===== src/rtl/vc_demux.sv =====
// vc_demux: steers one incoming word stream into four virtual-channel FIFOs by class field.
// Latency: 1 cycle from accepted input to push strobe; stalled words release 1 cycle after full drops.
// Backpressure: pause is combinational from state, enb and any almost-full flag; one-word stall buffer.
//
// Ports:
//   clk, rst (async, active-low), enb (freezes accept/push when 0)
//   data_in/valid_in           : upstream word stream
//   full_vchannel0..3          : per-VC FIFO full flags (decide push vs. stall)
//   almost_full_vchannel0..3   : per-VC FIFO almost-full flags (raise pause)
//   data_out/push_vchannel     : registered shared write bus and one-hot push strobes
//   pause                      : backpressure to upstream
//   error                      : sticky, set when a word arrives while pause is high
//   state                      : FSM state for debug (0 RESET, 1 IDLE, 2 STALL, 3 DRAIN)
//   push_count                 : only with VC_DEMUX_STATS_EN; four 8-bit wrapping push counters
//
// Optional feature macro: VC_DEMUX_STATS_EN adds per-VC push counters on push_count.

module vc_demux #(
  parameter int DATA_WIDTH = 6,
  parameter int CLASS_LSB  = DATA_WIDTH - 2
) (
  input  logic                  clk,
  input  logic                  rst,
  input  logic                  enb,
  input  logic [DATA_WIDTH-1:0] data_in,
  input  logic                  valid_in,
  input  logic                  full_vchannel0,
  input  logic                  full_vchannel1,
  input  logic                  full_vchannel2,
  input  logic                  full_vchannel3,
  input  logic                  almost_full_vchannel0,
  input  logic                  almost_full_vchannel1,
  input  logic                  almost_full_vchannel2,
  input  logic                  almost_full_vchannel3,
  output logic [DATA_WIDTH-1:0] data_out,
  output logic [3:0]            push_vchannel,
  output logic                  pause,
  output logic                  error,
`ifdef VC_DEMUX_STATS_EN
  output logic [31:0]           push_count,
`endif
  output logic [1:0]            state
);

  typedef enum logic [1:0] {
    ST_RESET = 2'd0,
    ST_IDLE  = 2'd1,
    ST_STALL = 2'd2,
    ST_DRAIN = 2'd3
  } state_t;

  state_t                st_q, st_nxt;
  logic [DATA_WIDTH-1:0] dout_q, dout_nxt;
  logic [DATA_WIDTH-1:0] hold_q, hold_nxt;
  logic [3:0]            push_q, push_nxt;
  logic                  err_q, err_nxt;

  logic [3:0] full_vec;
  logic       af_any;
  logic [1:0] in_sel;
  logic [1:0] hold_sel;
  logic       accept;
  logic       violation;

  function automatic logic [3:0] onehot(input logic [1:0] sel);
    onehot = 4'b0001 << sel;
  endfunction

  assign full_vec = {full_vchannel3, full_vchannel2, full_vchannel1, full_vchannel0};
  assign af_any   = almost_full_vchannel0 | almost_full_vchannel1 |
                    almost_full_vchannel2 | almost_full_vchannel3;

  assign in_sel   = data_in[CLASS_LSB+1:CLASS_LSB];
  assign hold_sel = hold_q[CLASS_LSB+1:CLASS_LSB];

  // Anything other than IDLE pauses upstream, so a stalled word's release
  // can never collide with a fresh input word.
  assign pause  = (st_q != ST_IDLE) | ~enb | af_any;
  assign accept = valid_in & enb & ~pause;

  // Upstream ignoring pause is a protocol error; the word is simply dropped.
  // During RESET pause is forced high, so words there are not flagged.
  assign violation = valid_in & pause & (st_q != ST_RESET);

  // Next-state and next-output logic
  always_comb begin
    st_nxt   = st_q;
    dout_nxt = dout_q;
    hold_nxt = hold_q;
    push_nxt = 4'b0000;
    err_nxt  = err_q | violation;

    unique case (st_q)
      ST_RESET: begin
        st_nxt = ST_IDLE;
      end

      ST_IDLE: begin
        if (accept) begin
          if (!full_vec[in_sel]) begin
            push_nxt = onehot(in_sel);
            dout_nxt = data_in;
          end else begin
            hold_nxt = data_in;
            st_nxt   = ST_STALL;
          end
        end
      end

      ST_STALL: begin
        if (enb && !full_vec[hold_sel]) begin
          push_nxt = onehot(hold_sel);
          dout_nxt = hold_q;
          st_nxt   = ST_DRAIN;
        end
      end

      // One dead cycle so the FIFO's flags reflect the released word.
      ST_DRAIN: begin
        if (enb) begin
          st_nxt = ST_IDLE;
        end
      end

      default: begin
        st_nxt = ST_RESET;
      end
    endcase
  end

  always_ff @(posedge clk or negedge rst) begin
    if (!rst) begin
      st_q   <= ST_RESET;
      dout_q <= '0;
      hold_q <= '0;
      push_q <= 4'b0000;
      err_q  <= 1'b0;
    end else begin
      st_q   <= st_nxt;
      dout_q <= dout_nxt;
      hold_q <= hold_nxt;
      push_q <= push_nxt;
      err_q  <= err_nxt;
    end
  end

  assign data_out      = dout_q;
  assign push_vchannel = push_q;
  assign error         = err_q;
  assign state         = st_q;

`ifdef VC_DEMUX_STATS_EN
  // Counters follow the registered strobe, so they only see words that were
  // actually pushed; dropped words never reach push_q.
  logic [7:0] cnt_q [4];

  for (genvar gi = 0; gi < 4; gi++) begin : g_cnt
    always_ff @(posedge clk or negedge rst) begin
      if (!rst) begin
        cnt_q[gi] <= 8'd0;
      end else if (push_q[gi]) begin
        cnt_q[gi] <= cnt_q[gi] + 8'd1;
      end
    end
  end

  assign push_count = {cnt_q[3], cnt_q[2], cnt_q[1], cnt_q[0]};
`endif

endmodule


===== config.mk =====
export PLATFORM = sky130hd
export DESIGN_NAME = vc_demux
export DESIGN_NICKNAME = d
export VERILOG_FILES = /design/src/rtl/vc_demux.sv
export SDC_FILE = /design/constraint.sdc
export NUM_CORES = 1
export LEC_CHECK = 0
export ABC_AREA = 1
export ABC_CLOCK_PERIOD_IN_PS = 4330
export BUFFER_PORTS_ARGS = -buffer_cell sky130_fd_sc_hd__buf_2
export CELL_PAD_IN_SITES_DETAIL_PLACEMENT = 0
export CELL_PAD_IN_SITES_GLOBAL_PLACEMENT = 1
export CORE_ASPECT_RATIO = 1.2
export CORE_MARGIN = 4
export CORE_UTILIZATION = 39
export CTS_CLUSTER_DIAMETER = 100
export DETAILED_ROUTE_END_ITERATION = 8
export MAX_ROUTING_LAYER = met4
export PLACE_DENSITY = 0.9
export SLEW_MARGIN = 20
export SYNTH_ARGS = -nofsm -noshare
export SYNTH_HDL_FRONTEND = slang
export SYNTH_SLANG_ARGS = --single-unit

===== constraint.sdc =====
create_clock -name clk -period 4.33 [get_ports clk]
set_input_delay 0.866 -clock clk [delete_from_list [all_inputs] [get_ports clk]]
set_output_delay 0.866 -clock clk [all_outputs]
set_load 0.005 [all_outputs]

==> results.yml, run 1 <==
outcome:
  status: "finished, final reports clean"
synthesis:
  avgSynthCellArea_um2: 7.74
  syn_nets: 167
  ys_seq_area_frac: 0.424
  synth_edf_count: 0
  synth_commonest_cells: "nand2_1 (47), dfrtp_1 (19), inv_1 (17), nand4_1 (10), nor2_1 (8)"
  synth.most_common_cell: "nand2_1"
  syn_inst: 145
  async_reset_ff_frac: 1.00
  synth_top_family_by_area: "simple AND/OR/NAND/NOR gates"
  synth_mux_area_frac: 0
  synth_warnings: 0
  synthesis.area_um2: 1120
  ys.flop_type: "dfrtp_1"
  synth_simple_gate_area_share: 0.338
  synth-xor-area-share: 0
  synth.area.top_cells: "dfrtp_1 (42%), nand2_1 (16%), inv_1 (5.7%)"
  yosys.area.top_type: "dfrtp_1"
  yosysTopAreaCellShare: 0.424
  synthAdderAreaFrac: 0.0446
  synth_compound_area_frac: 0.110
  ys_ff_latch: 19
  synth_cell_type_count: 20
clocking:
  root_buffer: "clkbuf_4"
  path_clk_slew_ns: 0.12
  ctsHoldBuffers: 0
  clock_latency_ns: 0.30
  cts-resized-gates: 0
  h-tree-depth: 1
  cts_buffer_depth: 2
  tritoncts: "yes"
  numCtsBuffers: 3
  cts_setup_buffers: 0
  clock-sinks: 19
routing:
  antenna_left: 0
  drtIter0Drc: 22
  dr.pass1.iters: 4
  wl_per_cell_um: 11.4
  vias_per_cell: 4.80
  num_vias: 1012
  routed_wl_um: 2400
  drc: 0
global_routing:
  antenna_found_initial: 0
  grt_max_degree: 20
  grt_pass1_vias: 986
  grt_use_total: 0.144
  grt_overflow_total: 0
  grt_pass1_wl_um: 4160
worst_setup_path:
  cp.required_ns: 3.46
  r2r_cells: 7
  crit-reg2reg-capture: "data_out[5]$_DFFE_PN0P_"
  worstPathArrival_ns: 1.53
  crit_type: "reg2out"
  cp-start-kind: "flip-flop"
  path_max_fanout: 5
  worst_path_most_repeated_cell: "inv_1"
  crit_chain: "inv_1, ha_1, inv_1, nor2_2, nand3_1, buf_2"
  critPathTopFamily: "flip-flops"
  slowest_stage: "dfrtp_1"
  cp_num_buf_inv: 3
  r2r_start: "state[0]$_DFFE_PN0P_"
  endpoint_kind: "primary output"
  max_stage_delay_ns: 0.45
  cp-startpoint: "state[1]$_DFFE_PN0P_"
  rrSetupSlack_ns: 2.53
sta:
  worstMarginPinSlew_ns: 0.421
  fin_setup_tns_ns: 0
  timing.fmax_mhz: 417
  slew_viol_final: 0
  slew_headroom: 0.720
  post-route-period-util: 0.553
  setup_viol: 0
  clock_skew_ns: 0.00281
  grt_setup_unrepaired: "no"
  fin_crit_ns: 2.40
  hold_viol_final: 0
die:
  placementRows: 21
  ios: 32
  die_h_um: 66.8
  start_util: 0.403
  dieArea_um2: 3800
  die_w_um: 57.0
  design.core.area_um2: 2790
worst_hold_path:
  worstHoldPathType: "in2async"
finish:
  multi_input_area_um2: 553
  register_area_um2: 475
  fin_area_um2: 1330
  nNetsFinal: 200
  fill_cells: 301
  diodes: 0
  layout-drive-gt1-share: 0.299
  syn_to_final_growth_pct: 18.1
power:
  ir_drop_uv: 212
  power_density_nw_per_um2: 492
  p_leak_nw: 0.726
run:
  maxCapViolCount: 0
placed_design:
  dp_hpwl_um: 1890
  io_buffers: 31
  post_dp_cell_area_um2: 1300
  routabilityCongestion: 0.798
## sequential cells by signal, summed over array words and instances (netlist names)
name           cells
state              2
error              1
data_out           6
hold_q             6
push_vchannel      4
## area by class of cell
type | count | area share
inverters | 19 | 0.0538
well taps | 34 | 0.0321
flip-flops and latches | 19 | 0.359
clock inverters | 1 | 0.00378
repair buffers | 31 | 0.117
clock buffers | 3 | 0.0170
multi-input cells | 104 | 0.417
## worst max path at each step
stage | endpoint | slack (ns) | cells past startpoint
5_1_grt | pause | 1.80 | 6
3_3_place_gp | pause | 2.10 | 5
3_5_place_dp | pause | 2.06 | 5
4_1_cts | pause | 1.92 | 6
2_1_floorplan | pause | 2.33 | 3
6_report | pause | 1.93 | 6
## through the flow
| step | total power (W) | worst slack, ns | std cells | hold slack [ns] | utilization |
|---|---|---|---|---|---|
| 2_1_floorplan | 0.000472 | 2.33 | 145 | 0.455 | - |
| 6_report | 0.000652 | 1.93 | 211 | 0.477 | 0.476 |
| 3_3_place_gp | 0.000556 | 2.10 | 207 | 0.452 | 0.466 |
| 5_1_grt | 0.000720 | 1.80 | 211 | 0.510 | 0.476 |
| 3_5_place_dp | 0.000567 | 2.06 | 207 | 0.457 | 0.466 |
| 4_1_cts | 0.000660 | 1.92 | 211 | 0.486 | 0.476 |
## report_power, final
| group | total [W] | switching (W) | internal (W) |
|---|---|---|---|
| registers | 0.000255 | 0.0000320 | 0.000223 |
| logic | 0.000304 | 0.000192 | 0.000112 |
| clock network | 0.0000939 | 0.0000595 | 0.0000345 |
## layer usage
metal,routed length [um],track usage,up-vias
met5,0,-,-
met4,50,0.0841,0
met3,86,0.0213,4
met2,1190,0.253,18
met1,1080,0.152,463
li1,-,-,527
## cell families after synthesis
| kind of cell | after synthesis |
|---|---|
| flops | 19 |
| simple gates | 81 |
| buf+inv | 22 |
| fa+ha+maj | 4 |
| compound gates | 19 |
## cells in the final DEF, fill, tap and decap left out
master and instances:
clkinv_1 1, ha_1 4, clkbuf_4 3, nand4_2 1, dfrtp_1 19, nand2_2 7, o21ai_0 7, clkinv_2 1
nand4_1 10, inv_1 17, nand3_1 6, nand3_4 1, a21oi_1 4, nor2_1 8, buf_2 31, nor2_2 1
o21bai_1 1, nand2_1 47, inv_2 1, o21ai_2 7
No activity file was read; power rests on OpenSTA's default activity.
==> run 2: changes to the inputs <==
--- a/config.mk
+++ b/config.mk
@@ -6,17 +6,17 @@
 export NUM_CORES = 1
 export LEC_CHECK = 0
 export ABC_AREA = 1
-export ABC_CLOCK_PERIOD_IN_PS = 4330
+export ABC_CLOCK_PERIOD_IN_PS = 1900
 export BUFFER_PORTS_ARGS = -buffer_cell sky130_fd_sc_hd__buf_2
 export CELL_PAD_IN_SITES_DETAIL_PLACEMENT = 0
 export CELL_PAD_IN_SITES_GLOBAL_PLACEMENT = 1
 export CORE_ASPECT_RATIO = 1.2
 export CORE_MARGIN = 4
-export CORE_UTILIZATION = 39
+export CORE_UTILIZATION = 33
 export CTS_CLUSTER_DIAMETER = 100
 export DETAILED_ROUTE_END_ITERATION = 8
 export MAX_ROUTING_LAYER = met4
-export PLACE_DENSITY = 0.9
+export PLACE_DENSITY = 0.82
 export SLEW_MARGIN = 20
 export SYNTH_ARGS = -nofsm -noshare
 export SYNTH_HDL_FRONTEND = slang
==> constraint.sdc (replaced) <==
create_clock -name clk -period 1.9 [get_ports clk]
set_input_delay 0.38 -clock clk [delete_from_list [all_inputs] [get_ports clk]]
set_output_delay 0.38 -clock clk [all_outputs]
set_load 0.005 [all_outputs]
==> run 2 against run 1 <==
The run now ends with hold timing left. Sequential cell count unchanged. Worst hold slack worse by 0.48 ns. Cell count up 1.9%. Clock-buffer cell count unchanged. Routed wire length up 3.0%. Global-route usage down 1.7 points. Clock power up 120%. Die area up 16%. Sequential share of layout area down 0.80 points. Largest cell class unchanged. Largest power group unchanged.
==> results.yml, run 2 (synthesis results as in run 1) <==
outcome:
  status: "finished, violations left"
  violations: "hold timing"
worst_setup_path:
  rrSetupSlack_ns: 0.33
  path_max_fanout: 4
  endpoint: "pause"
  crit_type: "reg2out"
  r2r_cells: 9
  worst-path-stages: 6
  worstPathArrival_ns: 1.39
  r2r_start: "state[1]$_DFFE_PN0P_"
  worst_path_most_repeated_cell: "inv_1"
  crit-reg2reg-capture: "hold_q[5]$_DFFE_PN0P_"
  cp_num_buf_inv: 3
  cp-startpoint: "state[1]$_DFFE_PN0P_"
  slowest_stage: "dfrtp_1"
  max_stage_delay_ns: 0.40
  cp-start-kind: "flip-flop"
  crit_chain: "inv_1, ha_4, inv_1, nor2_2, nand3_1, buf_2"
  endpoint_kind: "primary output"
  cp.required_ns: 1.52
  critPathTopFamily: "flip-flops"
worst_hold_path:
  worstHoldPathType: "in2async"
finish:
  final_common_cell: "nand2_1"
  layout-drive-gt1-share: 0.313
  fin_cells: 215
  syn_to_final_growth_pct: 20.7
  nNetsFinal: 202
  diodes: 0
  mostFrequentLayoutCells: "nand2_1 (47), buf_2 (31), dfrtp_1 (19)"
  postLayoutCoreUtil: 0.428
  fin_area_um2: 1360
sta:
  fin_crit_ns: 1.77
  post-route-period-util: 0.932
  timing.hold.ws_ns: -0.00479
  slew_viol_final: 0
  clock_skew_ns: 0.00470
  timing.fmax_mhz: 565
  slew_headroom: 0.714
  grt_setup_unrepaired: "no"
  setup_viol: 0
  hold_viol_final: 5
  fin_setup_tns_ns: 0
  worstMarginPinSlew_ns: 0.430
global_routing:
  grt_max_degree: 20
  grt_use_total: 0.127
  grt_overflow_total: 0
  grt_pass1_wl_um: 4260
  gr-usage-met3: 0.0108
  grt.busiest_layer: "met2"
  grt_util_met1: 0.156
  grt_pass1_vias: 999
  met2_usage: 0.206
  antenna_found_initial: 0
clocking:
  path_clk_slew_ns: 0.12
  clock-sinks: 19
  numCtsBuffers: 3
  ctsHoldBuffers: 0
  h-tree-depth: 1
  clock_latency_ns: 0.30
  root_buffer: "clkbuf_4"
  tritoncts: "yes"
  cts_buffer_depth: 2
routing:
  num_vias: 1032
  dr.pass1.iters: 4
  drtIter0Drc: 51
  routed_wl_um: 2480
  drc: 0
  wl_per_cell_um: 11.5
  antenna_left: 0
  vias_per_cell: 4.80
die:
  start_util: 0.355
  die_h_um: 71.9
  dieArea_um2: 4400
  die_w_um: 61.2
  ios: 32
  placementRows: 22
  design.core.area_um2: 3170
placed_design:
  placed_cells: 210
  io_buffers: 31
  routabilityCongestion: 0.811
  dp_hpwl_um: 2000
  post_dp_cell_area_um2: 1310
run:
  maxCapViolCount: 0
power:
  power_density_nw_per_um2: 1130
  ir_drop_uv: 519
  p_total_w: 0.00154
  p_leak_nw: 0.737
## run 2: per-layer routing
layer,up-vias,share of wire
met5,-,0
met4,0,0.014
met3,2,0.036
met2,20,0.53
met1,478,0.42
li1,532,-
## run 2: area by class of cell
type | instances | area (um2)
Timing Repair Buffer | 33 | 170
Clock inverter | 1 | 5.00
Tap cell | 36 | 45.0
Sequential cell | 19 | 475
Inverter | 19 | 71.3
Multi-Input combinational cell | 104 | 566
Fill cell | 336 | 1810
Clock buffer | 3 | 22.5
## run 2: where the power goes
group | total (W) | leakage [nW] | switching, W | internal (W)
Sequential | 0.000580 | 0.246 | 0.0000729 | 0.000507
Combinational | 0.000747 | 0.472 | 0.000457 | 0.000290
Clock | 0.000211 | 0.0177 | 0.000133 | 0.0000784
Total | 0.00154 | 0.737 | 0.000662 | 0.000875
## run 2: worst reg2reg max path, cell delays in order, from the launching register on
cell	delay, ns
dfrtp_1	0.40
inv_1	0.11
ha_4	0.17
inv_1	0.06
nor2_2	0.11
nand4_2	0.15
clkinv_1	0.11
nand2_2	0.18
nand2_1	0.13
o21ai_2	0.06
## run 2: repair_timing
action,CTS,global route
endpoints found under the setup margin,1,1
setup buffers,1,0
resized for setup,1,1
## run 2: how the worst min path moves through the flow
stage | from | endpoint | slack (ns) | cells past startpoint
floorplan | rst | data_out[0]$_DFFE_PN0P_ | 0.08 | 0
global placement | rst | push_vchannel[0]$_DFF_PN0_ | 0.34 | 1
detailed placement | rst | push_vchannel[3]$_DFF_PN0_ | 0.35 | 1
CTS | rst | push_vchannel[3]$_DFF_PN0_ | 0.009 | 1
global route | rst | push_vchannel[1]$_DFF_PN0_ | 0.03 | 1
finish | rst | push_vchannel[1]$_DFF_PN0_ | -0.005 | 1
## run 2: metrics by stage
step | setup WS [ns] | hold WS, ns
after floorplan | 0.367 | 0.0844
after global placement | 0.278 | 0.339
after detailed placement | 0.195 | 0.353
after CTS | 0.0614 | 0.00898
after global routing | 0.0379 | 0.0303
final | 0.130 | -0.00479
==> run 3: changes to the inputs <==
--- a/config.mk
+++ b/config.mk
@@ -11,7 +11,6 @@
 export CELL_PAD_IN_SITES_DETAIL_PLACEMENT = 0
 export CELL_PAD_IN_SITES_GLOBAL_PLACEMENT = 1
 export CORE_ASPECT_RATIO = 1.2
-export CORE_MARGIN = 4
 export CORE_UTILIZATION = 33
 export CTS_CLUSTER_DIAMETER = 100
 export DETAILED_ROUTE_END_ITERATION = 8
==> run 3 against run 2 <==
The flow still finishes with violations (hold timing). Clock skew grew 0.0044 ns. Total power is essentially flat. Sequential share of layout area is essentially flat. First-iteration DRC count shrank 24%. Critical path type unchanged.
==> results.yml, run 3 (synthesis results as in run 1) <==
global_routing:
  antenna_found_initial: 0
  grt_pass1_wl_um: 4060
  grt_use_total: 0.145
  grt_max_degree: 20
  grt_util_met1: 0.178
  met2_usage: 0.236
  grt.busiest_layer: "met2"
  gr-usage-met3: 0.0176
  grt_pass1_vias: 929
  grt_overflow_total: 0
worst_setup_path:
  r2r_cells: 8
  worstPathArrival_ns: 1.40
  rrSetupSlack_ns: 0.32
  crit_type: "reg2out"
  cp-start-kind: "flip-flop"
  endpoint_kind: "primary output"
  cp.required_ns: 1.52
  crit-reg2reg-capture: "data_out[1]$_DFFE_PN0P_"
  path_max_fanout: 5
  r2r_start: "state[0]$_DFFE_PN0P_"
worst_hold_path:
  worstHoldPathType: "in2async"
finish:
  mostFrequentLayoutCells: "nand2_1 (47), buf_2 (31), dfrtp_1 (19)"
  syn_to_final_growth_pct: 20.6
  nNetsFinal: 202
  diodes: 0
  layout-drive-gt1-share: 0.313
  final_common_cell: "nand2_1"
sta:
  clock_skew_ns: 0.00915
  hold_viol_final: 9
  setup_viol: 0
  fin_setup_tns_ns: 0
  slew_headroom: 0.713
  grt_setup_unrepaired: "no"
  slew_viol_final: 0
  post-route-period-util: 0.939
  timing.hold.ws_ns: -0.00660
  worstMarginPinSlew_ns: 0.430
  fin_crit_ns: 1.78
  timing.fmax_mhz: 560
placed_design:
  io_buffers: 31
  routabilityCongestion: 0.825
  dp_hpwl_um: 1870
routing:
  dr.pass1.iters: 4
  antenna_left: 0
  vias_per_cell: 4.80
  wl_per_cell_um: 10.9
  drc: 0
  drtIter0Drc: 39
  num_vias: 1031
  routed_wl_um: 2340
clocking:
  cts_buffer_depth: 2
  numCtsBuffers: 3
  path_clk_slew_ns: 0.11
  tritoncts: "yes"
  h-tree-depth: 1
  clock_latency_ns: 0.30
  root_buffer: "clkbuf_4"
  clock-sinks: 19
die:
  die_w_um: 55.2
  start_util: 0.358
  placementRows: 22
  die_h_um: 65.9
  dieArea_um2: 3640
  design.core.area_um2: 3140
  ios: 32
run:
  maxCapViolCount: 0
power:
  switchingPower_w: 0.000658
  seqPwrFrac: 0.377
  swShare: 0.428
  ir_drop_uv: 657
  p_int_w: 0.000880
  p_leak_nw: 0.733
  pwr-share-clk: 0.136
  p_comb_frac: 0.486
  power_density_nw_per_um2: 1140
outcome:
  status: "finished, violations left"
  violations: "hold timing"
## run 3: changes by cell type in the layout (fill, tap and decap cells not counted)
cell,delta
clkbuf_1,+1
clkinv_2,-1
inv_1,-1
inv_2,+1
## run 3: layer usage
metal	vias up	routed length, um
met3	4	89
met4	0	42
met1	470	1070
met2	26	1140
met5	-	0
li1	531	-
## run 3: area by class of cell
type | count | area [um2]
tap | 36 | 45.0
inverter | 19 | 71.3
fill | 345 | 1780
timing repair buffer | 33 | 170
clock buffer | 4 | 26.3
multi-input combinational | 104 | 566
sequential | 19 | 475
## run 3: worst max path at each step
stage                                         end            startpoint  slack, ns
after floorplan             hold_q[4]$_DFFE_PN0P_  state[1]$_DFFE_PN0P_       0.37
after global placement    data_out[1]$_DFFE_PN0P_  state[1]$_DFFE_PN0P_       0.28
after detailed placement  data_out[3]$_DFFE_PN0P_  state[1]$_DFFE_PN0P_       0.19
after CTS                                   pause  state[1]$_DFFE_PN0P_       0.06
after global routing                        pause  state[0]$_DFFE_PN0P_       0.02
final                                       pause  state[0]$_DFFE_PN0P_       0.12
## run 3: metrics by stage
step | std cells | power (W) | instance area, um2 | utilization | worst slack (ns)
global route | 215 | 0.00170 | 1350 | 0.431 | 0.0155
finish | 215 | 0.00154 | 1350 | 0.431 | 0.115
detailed placement | 210 | 0.00131 | 1310 | 0.417 | 0.195
global placement | 210 | 0.00128 | 1310 | 0.417 | 0.282
floorplan | 145 | 0.00108 | 1120 | - | 0.367
CTS | 215 | 0.00153 | 1340 | 0.428 | 0.0562
## run 3: power groups by stage
stage / Sequential [W] / Clock [W] / Combinational [W]
3_5_place_dp: 0.000593 / 0 / 0.000713
5_1_grt: 0.000597 / 0.000240 / 0.000861
4_1_cts: 0.000577 / 0.000213 / 0.000743
2_1_floorplan: 0.000586 / 0 / 0.000490
6_report: 0.000580 / 0.000210 / 0.000748
3_3_place_gp: 0.000582 / 0 / 0.000699
## run 3: timing repair
item	4_1_cts	5_1_grt
endpoints found under the hold margin	0	0
pin swaps	0	0
endpoints found under the setup margin	1	1
resized for setup	1	2
buffers inserted	1	0
hold buffers	0	0
## run 3: worst max-delay path: stages (launching register included)
cell and delay, ns:
dfrtp_1 0.47, ha_4 0.20, inv_1 0.06, nor2_2 0.11, nand3_1 0.11, buf_2 0.14
